--- src/rtl/fetch_unit_if.sv ---
// ============================================================================
// Module   : fetch_unit_if
// Purpose  : Instruction-bus request/response bundle between fetch and memory.
// Revision : 1.0
// ============================================================================
`default_nettype none

interface fetch_unit_if;
  logic        ireq_valid;
  logic [63:0] ireq_addr;
  logic        ireq_ready;
  logic        iresp_valid;
  logic [31:0] iresp_data;

  modport master (
    output ireq_valid,
    output ireq_addr,
    input  ireq_ready,
    input  iresp_valid,
    input  iresp_data
  );

  modport slave (
    input  ireq_valid,
    input  ireq_addr,
    output ireq_ready,
    output iresp_valid,
    output iresp_data
  );
endinterface

`default_nettype wire

--- src/rtl/fetch_unit.sv ---
// ============================================================================
// Module   : fetch_unit
// Purpose  : Single-outstanding instruction fetcher with redirect and drain.
// Revision : 1.0
// ============================================================================
`default_nettype none

module fetch_unit #(
  parameter logic [63:0] RESET_PC = 64'h0000_0000_8000_0000
) (
  input  logic                clk,
  input  logic                reset,
  fetch_unit_if.master        ibus,
  input  logic                redirect_valid,
  input  logic [63:0]         redirect_pc,
  output logic                out_valid,
  output logic [31:0]         out_instr,
  output logic [63:0]         out_pc,
  output logic                out_fault,
  input  logic                out_ready,
  output logic [63:0]         fetch_count
);

  localparam logic [31:0] C_NOP = 32'h0000_0013;

  typedef enum logic [1:0] {
    ST_REQ   = 2'd0,
    ST_WAIT  = 2'd1,
    ST_HOLD  = 2'd2,
    ST_DRAIN = 2'd3
  } state_t;

  state_t      r_state;
  logic [63:0] r_pc;
  logic        r_out_valid;
  logic [31:0] r_out_instr;
  logic [63:0] r_out_pc;
  logic        r_out_fault;
  logic [63:0] r_fetch_count;

  logic w_aligned;
  logic w_req_fire;

  assign w_aligned  = (r_pc[1:0] == 2'b00);
  assign w_req_fire = w_aligned && ibus.ireq_ready;

  // Gated by reset so the bus sees no request while the block is held in reset.
  assign ibus.ireq_valid = reset && (r_state == ST_REQ) && w_aligned;
  assign ibus.ireq_addr  = r_pc;

  assign out_valid   = r_out_valid;
  assign out_instr   = r_out_instr;
  assign out_pc      = r_out_pc;
  assign out_fault   = r_out_fault;
  assign fetch_count = r_fetch_count;

  always_ff @(posedge clk or negedge reset) begin
    if (!reset) begin
      r_state       <= ST_REQ;
      r_pc          <= RESET_PC;
      r_out_valid   <= 1'b0;
      r_out_instr   <= 32'h0;
      r_out_pc      <= 64'h0;
      r_out_fault   <= 1'b0;
      r_fetch_count <= 64'h0;
    end else begin
      case (r_state)
        ST_REQ: begin
          if (redirect_valid) begin
            r_pc    <= redirect_pc;
            // An accepted request still owes us a response that must be drained.
            r_state <= w_req_fire ? ST_DRAIN : ST_REQ;
          end else if (!w_aligned) begin
            r_out_valid <= 1'b1;
            r_out_fault <= 1'b1;
            r_out_instr <= C_NOP;
            r_out_pc    <= r_pc;
            r_state     <= ST_HOLD;
          end else if (ibus.ireq_ready) begin
            r_state <= ST_WAIT;
          end
        end
        ST_WAIT: begin
          if (redirect_valid) begin
            r_pc    <= redirect_pc;
            r_state <= ibus.iresp_valid ? ST_REQ : ST_DRAIN;
          end else if (ibus.iresp_valid) begin
            r_out_valid <= 1'b1;
            r_out_fault <= 1'b0;
            r_out_instr <= ibus.iresp_data;
            r_out_pc    <= r_pc;
            r_state     <= ST_HOLD;
          end
        end
        ST_HOLD: begin
          if (redirect_valid) begin
            r_pc        <= redirect_pc;
            r_out_valid <= 1'b0;
            r_state     <= ST_REQ;
          end else if (out_ready) begin
            r_out_valid   <= 1'b0;
            r_fetch_count <= r_fetch_count + 64'd1;
            r_pc          <= r_pc + 64'd4;
            r_state       <= ST_REQ;
          end
        end
        ST_DRAIN: begin
          if (redirect_valid) begin
            r_pc <= redirect_pc;
          end
          if (ibus.iresp_valid) begin
            r_state <= ST_REQ;
          end
        end
        default: r_state <= ST_REQ;
      endcase
    end
  end

endmodule

`default_nettype wire

--- src/flat_wrapper.sv ---
// flat-port wrapper written by rule: the top's interface ports become plain ports
module fetch_unit_flat 
#(
  parameter logic [63:0] RESET_PC = 64'h0000_0000_8000_0000
)
  (clk, reset, redirect_valid, redirect_pc, out_valid, out_instr, out_pc, out_fault, out_ready, fetch_count, ibus_ireq_valid, ibus_ireq_addr, ibus_ireq_ready, ibus_iresp_valid, ibus_iresp_data);
  fetch_unit_if ibus_i ();
  input  logic clk;
  input  logic reset;
  input  logic redirect_valid;
  input  logic [63:0] redirect_pc;
  output logic out_valid;
  output logic [31:0] out_instr;
  output logic [63:0] out_pc;
  output logic out_fault;
  input  logic out_ready;
  output logic [63:0] fetch_count;
  output wire logic [$bits(ibus_i.ireq_valid)-1:0] ibus_ireq_valid;
  output wire logic [$bits(ibus_i.ireq_addr)-1:0] ibus_ireq_addr;
  input wire logic [$bits(ibus_i.ireq_ready)-1:0] ibus_ireq_ready;
  input wire logic [$bits(ibus_i.iresp_valid)-1:0] ibus_iresp_valid;
  input wire logic [$bits(ibus_i.iresp_data)-1:0] ibus_iresp_data;
  assign ibus_ireq_valid = ibus_i.ireq_valid;
  assign ibus_ireq_addr = ibus_i.ireq_addr;
  assign ibus_i.ireq_ready = ibus_ireq_ready;
  assign ibus_i.iresp_valid = ibus_iresp_valid;
  assign ibus_i.iresp_data = ibus_iresp_data;
  fetch_unit #(.RESET_PC(RESET_PC)) u_core (.clk(clk), .reset(reset), .ibus(ibus_i), .redirect_valid(redirect_valid), .redirect_pc(redirect_pc), .out_valid(out_valid), .out_instr(out_instr), .out_pc(out_pc), .out_fault(out_fault), .out_ready(out_ready), .fetch_count(fetch_count));
endmodule
--- config.mk ---
export PLATFORM = sky130hd
export DESIGN_NAME = fetch_unit_flat
export DESIGN_NICKNAME = d
export VERILOG_FILES = /design/src/rtl/fetch_unit_if.sv /design/src/rtl/fetch_unit.sv /design/src/flat_wrapper.sv
export SDC_FILE = /design/constraint.sdc
export NUM_CORES = 1
export LEC_CHECK = 0
export CAP_MARGIN = 20
export CORE_MARGIN = 8
export CORE_UTILIZATION = 24
export CTS_CLUSTER_SIZE = 14
export DETAILED_ROUTE_END_ITERATION = 6
export PLACE_DENSITY_LB_ADDON = 0.1
export SLEW_MARGIN = 20
export SYNTH_ARGS = -nofsm -noshare
export SYNTH_HDL_FRONTEND = slang
export SYNTH_SLANG_ARGS = --single-unit
--- constraint.sdc ---
create_clock -name clk -period 2.2 [get_ports clk]
set_input_delay 0.55 -clock clk [delete_from_list [all_inputs] [get_ports clk]]
set_output_delay 0.55 -clock clk [all_outputs]
set_load 0.03 [all_outputs]
Yosys cells after proc, flatten, opt, wreduce, memory -nomap -nowiden
Index checks and enable logic that the tools add are counted.
{"block": "word_totals", "out_inout_bits": 227, "regBits": 228, "wordCells": 70, "input_bits": 102}
{"block": "classes", "n_addsub": 2, "reduce_logical": 13, "eq_ne": 12, "n_mux": 35, "bitwise_logic": 1}
{"cell": "2-to-1 mux 64 bit", "count": 7}
{"cell": "one-hot mux 64 bit (2 select lines)", "count": 2}
{"cell": "2-to-1 mux 32 bit", "count": 4}
{"cell": "adder 64 x 1 -> 64 bit, second input constant", "count": 1}
{"cell": "adder 64 x 3 -> 64 bit, second input constant", "count": 1}
{"cell": "one-hot mux 32 bit (2 select lines)", "count": 1}
{"cell": "2-to-1 mux 2 bit", "count": 10}
{"cell": "!= test 2 bit, second input constant", "count": 5}
{"cell": "2-to-1 mux 1 bit", "count": 8}
{"cell": "one-hot mux 2 bit (4 select lines)", "count": 1}
{"cell": "!= test 3 bit, second input constant", "count": 2}
{"cell": "AND reduction 6 bit", "count": 1}
{"cell": "AND reduction 5 bit", "count": 1}
{"cell": "== test 2 bit, second input constant", "count": 2}
{"cell": "zero test 2 bit", "count": 2}
{"cell": "!= test 4 bit, second input constant", "count": 1}
{"cell": "AND reduction 4 bit", "count": 1}
{"cell": "logical AND 1 bit", "count": 3}
{"cell": "one-hot mux 1 bit (3 select lines)", "count": 1}
{"cell": "AND reduction 3 bit", "count": 1}
{"cell": "nonzero test 3 bit", "count": 1}
{"cell": "OR reduction 3 bit", "count": 1}
{"cell": "== test 2 x 1 -> 1 bit, second input constant", "count": 1}
{"cell": "!= test 2 x 1 -> 1 bit, second input constant", "count": 1}
{"cell": "4 further kinds", "count": 4}

Longest topological paths before layout
{"block": "depth", "depth_word": 5, "depth_mapped": 9, "mapped_depth_nobuf": 6}

Worst setup path after synthesis
Ideal clock, no wire load.
{"block": "synth_timing", "path_kind": "reg-to-reg", "from": "register u_core.r_pc[2] (netlist: u_core.ibus.ireq_addr[2])", "to": "register u_core.r_pc[54] (netlist: u_core.ibus.ireq_addr[54])", "setup_time_ns": 0.082, "required_ns": 2.118, "path_buffers": 2, "period_less_slack_ns": 2.623, "t_arrival_ns": 2.541, "path_stages_with_launch": 9, "setup_slack_ns": -0.423, "path_cell_list": "dfrtp_1 -> ha_1 -> and4_1 -> buf_4 -> nand4_1 -> or4_4 -> buf_6 -> or4_1 -> a31oi_1"}
{"block": "synth_via", "elab_chain_len": 4}
{"element": "start, declared", "line_no": "fetch_unit.sv:34", "text": "logic [63:0] r_pc;"}
{"element": "start signal, assigned", "line_no": "fetch_unit.sv:70", "text": "r_pc <= redirect_pc;"}
{"element": "start signal, assigned", "line_no": "fetch_unit.sv:85", "text": "r_pc <= redirect_pc;"}
{"element": "start signal, assigned", "line_no": "fetch_unit.sv:97", "text": "r_pc <= redirect_pc;"}
{"element": "adder 64 x 3 -> 64 bit", "line_no": "fetch_unit.sv:103", "text": "r_pc <= r_pc + 64'd4;"}
{"element": "2-to-1 mux 64 bit", "line_no": "fetch_unit.sv:100", "text": "end else if (out_ready) begin"}
{"element": "2-to-1 mux 64 bit", "line_no": "fetch_unit.sv:96", "text": "if (redirect_valid) begin"}
{"element": "one-hot mux 64 bit (2 select lines)", "line_no": "fetch_unit.sv:67", "text": "case (r_state)"}
Every way passes these cells. The select of a mux whose other input is x is not followed.
A chain may end at the register's enable or synchronous reset.

Worst setup path after layout
{"block": "layout_timing", "from": "register u_core.r_pc[2] (netlist: u_core.ibus.ireq_addr[2])", "to": "register u_core.r_pc[46] (netlist: u_core.ibus.ireq_addr[46])"}
Same word-level chain as after synthesis.

==> run metrics <==
Yosys warnings=0; pin count of the biggest net entering global routing=between 100 and 150; total grt overflow=0; Max FO, Critical Path=5; Core Region=between 40000 and 50000 sq um; # nets final=1740; Max Cap Viol=0; Finished Layout Cells=roughly 2300; Pins Over Slew Limit=0; Power Density=896 nW/um^2; CP required=about 2.7 ns; Final setup violation count=12; RR Endpoint=u_core.ibus.ireq_addr[46]; vias=between 10000 and 15000; row count=just under 80; Util after Layout=roughly two fifths; Crit path buffers/inverters=2; VDD IR max=around 560 uV; most frequent CP cell=buf_6; number of synthesized flops with an enable pin=0; Starting Density=between 20% and 30%; Chip Width=roughly 230 microns; CP peak stage delay=~0.59 ns; HPWL Detailed=around 35000 microns; multi-input logic area=roughly 5000 sq um; Post-synth top flop=dfrtp_1; Worst Reg-to-Reg Cells=8; H-tree lvl count=1; R2R setup slack=-0.16 ns; Arr. time, crit path=2.86 ns; CP Class=reg2reg; placed cells=2193; CP Cell Sequence=ha_4, and4_4, nand4_1, buf_6, or4_4, buf_6, or4_1, a31oi_1; layout overhead on the synthesized area=59.2%; Max Clock Freq=0.423 GHz; root buf cell=clkbuf_16; largest buffer count on any clock path=3; CP delay by family, top=simple AND/OR/NAND/NOR gates; GR Util All Layers=17.6%; Slew HR=between 30% and 40%; RSZ-0062 raised after global routing=yes; detailed router's first-iteration violation count=roughly 560; Worst-Margin Slew=between 1 and 1.5 ns; vias in the first global route=11100; later-pin clock latency in the skew report=0.58 ns; Initial DRT Pass Iterations=5; FILL cells=~4600; synthesized flop and latch total=roughly 230; post-layout min period=2.36 ns; layout cells sized above 1=about 18%; Pleak=between 8 and 9 nW; Fin. Hold Viols=0; global placer's final weighted congestion=slightly above 0.8; first-pass GRT wire length=72000 microns; Worst R2R Start=u_core.ibus.ireq_addr[2]; final WL=about 47000 microns; HP Class=in2async; setup ws final=-0.163 ns; Clock Skew=0.0189 ns; Die Footprint=around 52000 sq um; CP endpoint kind=flip-flop; I/O pins=329; number of routed nets with antenna violations=0; DRC=0; syn_area_per_cell=between 9 and 10 sq um; initial antenna violation count=5; Mapped Nets=1260; CP max stage cell=or4_4; CTS buffer count=31; fin crit share=107%; CTS tree=built; Setup crit start=u_core.ibus.ireq_addr[2]; failing checks=negative setup slack; Chip Height=~230 microns; FF/Latch Area=5720 sq um; Synth cell types=between 50 and 60; count of input and output buffers=between 300 and 400; clk sinks=228; commonest non-fill, non-tap cells in the layout=nand2_1, dfrtp_1, dlygate4sd2_1, buf_4, clkdlybuf4s50_1; cells after synthesis=1156; Routed WL per cell=around 21 microns; commonest non-fill, non-tap cell in the layout=nand2_1; vias per cell=roughly 4.8; startpoint type of the worst setup path=flip-flop; Reg clk slew, reported paths=around 0.06 ns; Syn Std Cell Area=roughly 11000 sq um; fraction of registers with async set/reset=100%; sequential area share after synthesis=a little over half; status=finished with violations
-- layer usage --
layer | track usage [%] | vias to the layer above | wire length (microns) | part of all wire [%]
met5 | 0 | - | 38 | 0.080
met1 | 22.3 | 5284 | 20800 | 44
met2 | 28.9 | 282 | 22200 | 47
li1 | - | 5125 | - | -
met4 | 4.55 | 6 | 1260 | 2.7
met3 | 5.32 | 68 | 3030 | 6.4
-- worst max-delay path by stage --
| stage | to | slack (ns) | depth (start not counted) |
|---|---|---|---|
| 5_1_grt | u_core.ibus.ireq_addr[46] | -0.23 | 8 |
| 6_report | u_core.ibus.ireq_addr[46] | -0.16 | 8 |
| 2_1_floorplan | u_core.ibus.ireq_addr[56] | -0.18 | 8 |
| 3_3_place_gp | u_core.ibus.ireq_addr[52] | -0.49 | 8 |
| 4_1_cts | u_core.ibus.ireq_addr[54] | -0.17 | 7 |
| 3_5_place_dp | u_core.fetch_count[63] | -0.54 | 9 |
-- repair_timing --
| action | in CTS | in global routing |
|---|---|---|
| endpoints found under the hold margin | 0 | 0 |
| endpoints found under the setup margin | 201 | 44 |
| resized for setup | 215 | 27 |
| gates cloned | 2 | 0 |
| buffers inserted | 5 | 3 |
| pin swaps | 8 | 17 |
| hold buffers | 0 | 0 |
-- flip-flops by register name, summed over array words and instances, names as in the netlist --
register and count:
u_core.out_valid 1, u_core.fetch_count 64, u_core.out_instr 32, u_core.out_fault 1
u_core.ibus.ireq_addr 64, u_core.out_pc 64, u_core.r_state 2
-- cell usage after synthesis (3+ instances only) --
cell       count  area (sq um)
a41oi_1        4          35.0
clkbuf_1      57           214
nand2_1      254           953
a2bb2oi_1      4          35.0
a22oi_1        7          52.6
a21oi_1       40           200
a22o_1        29           254
buf_4          3          22.5
or4_1         14           105
a31oi_1       14          87.6
dfrtp_1      227          5680
mux2i_1        6          60.1
or2_2          3          18.8
and2_1         9          56.3
a211oi_1       7          52.6
o22a_1         9          78.8
xnor2_1       33           289
xor2_1        35           307
a41o_1         3          30.0
or3_1         11          68.8
nand4_1       51           319
and4_1        14           123
o22ai_1       14          87.6
buf_2          4          20.0
and3_1        19           119
nor2_1        64           240
nor3_1        36           180
buf_1          3          11.3
o21ai_0       21           105
o31ai_1        8          60.1
nor4_1        32           200
inv_1         23          86.3
a311oi_1       6          52.6
nand3_1       51           255
nor2b_1        8          50.1
-- final cells by class --
cell class | instances | share of cell area, %
Timing Repair Buffer | 514 | 26.9
Tap cell | 600 | 4.35
Clock buffer | 47 | 5.25
Inverter | 23 | 0.500
Sequential cell | 228 | 33.2
Antenna cell | 2 | 0.0290
Clock inverter | 10 | 0.783
Multi-Input combinational cell | 838 | 29.0
-- logic make-up after synthesis --
logic type / after synthesis / share of synthesized area, %
AND/OR/NAND/NOR: 578 / 25.8
flip-flops: 228 / 52.7
AO/OA/AOI/OAI: 180 / 11.6
buffers and inverters: 92 / 3.42
XOR/XNOR: 68 / 5.50
multiplexers: 8 / 0.762
adder cells (fa/ha/maj): 2 / 0.231
-- power by group --
part           total (mW)  internal (mW)  switching, mW
logic                4.98           1.83           3.15
clock network        5.18           3.17           2.01
registers            5.29           4.88          0.419
total                15.5           9.88           5.58
-- per-stage QoR --
step	worst slack [ns]	hold slack, ns	area, sq um	TNS, ns	power, mW
after global placement	-0.486	0.458	16100	-37.62	10.7
after floorplan	-0.184	0.254	10900	-1.65	7.91
after CTS	-0.171	0.00264	17100	-1.28	15.8
after detailed placement	-0.540	0.464	16100	-42.36	10.8
final	-0.163	0.0200	17300	-0.905	15.5
after global routing	-0.226	0.0467	17200	-2.11	16.3
No activity file was read; power rests on OpenSTA's default activity.
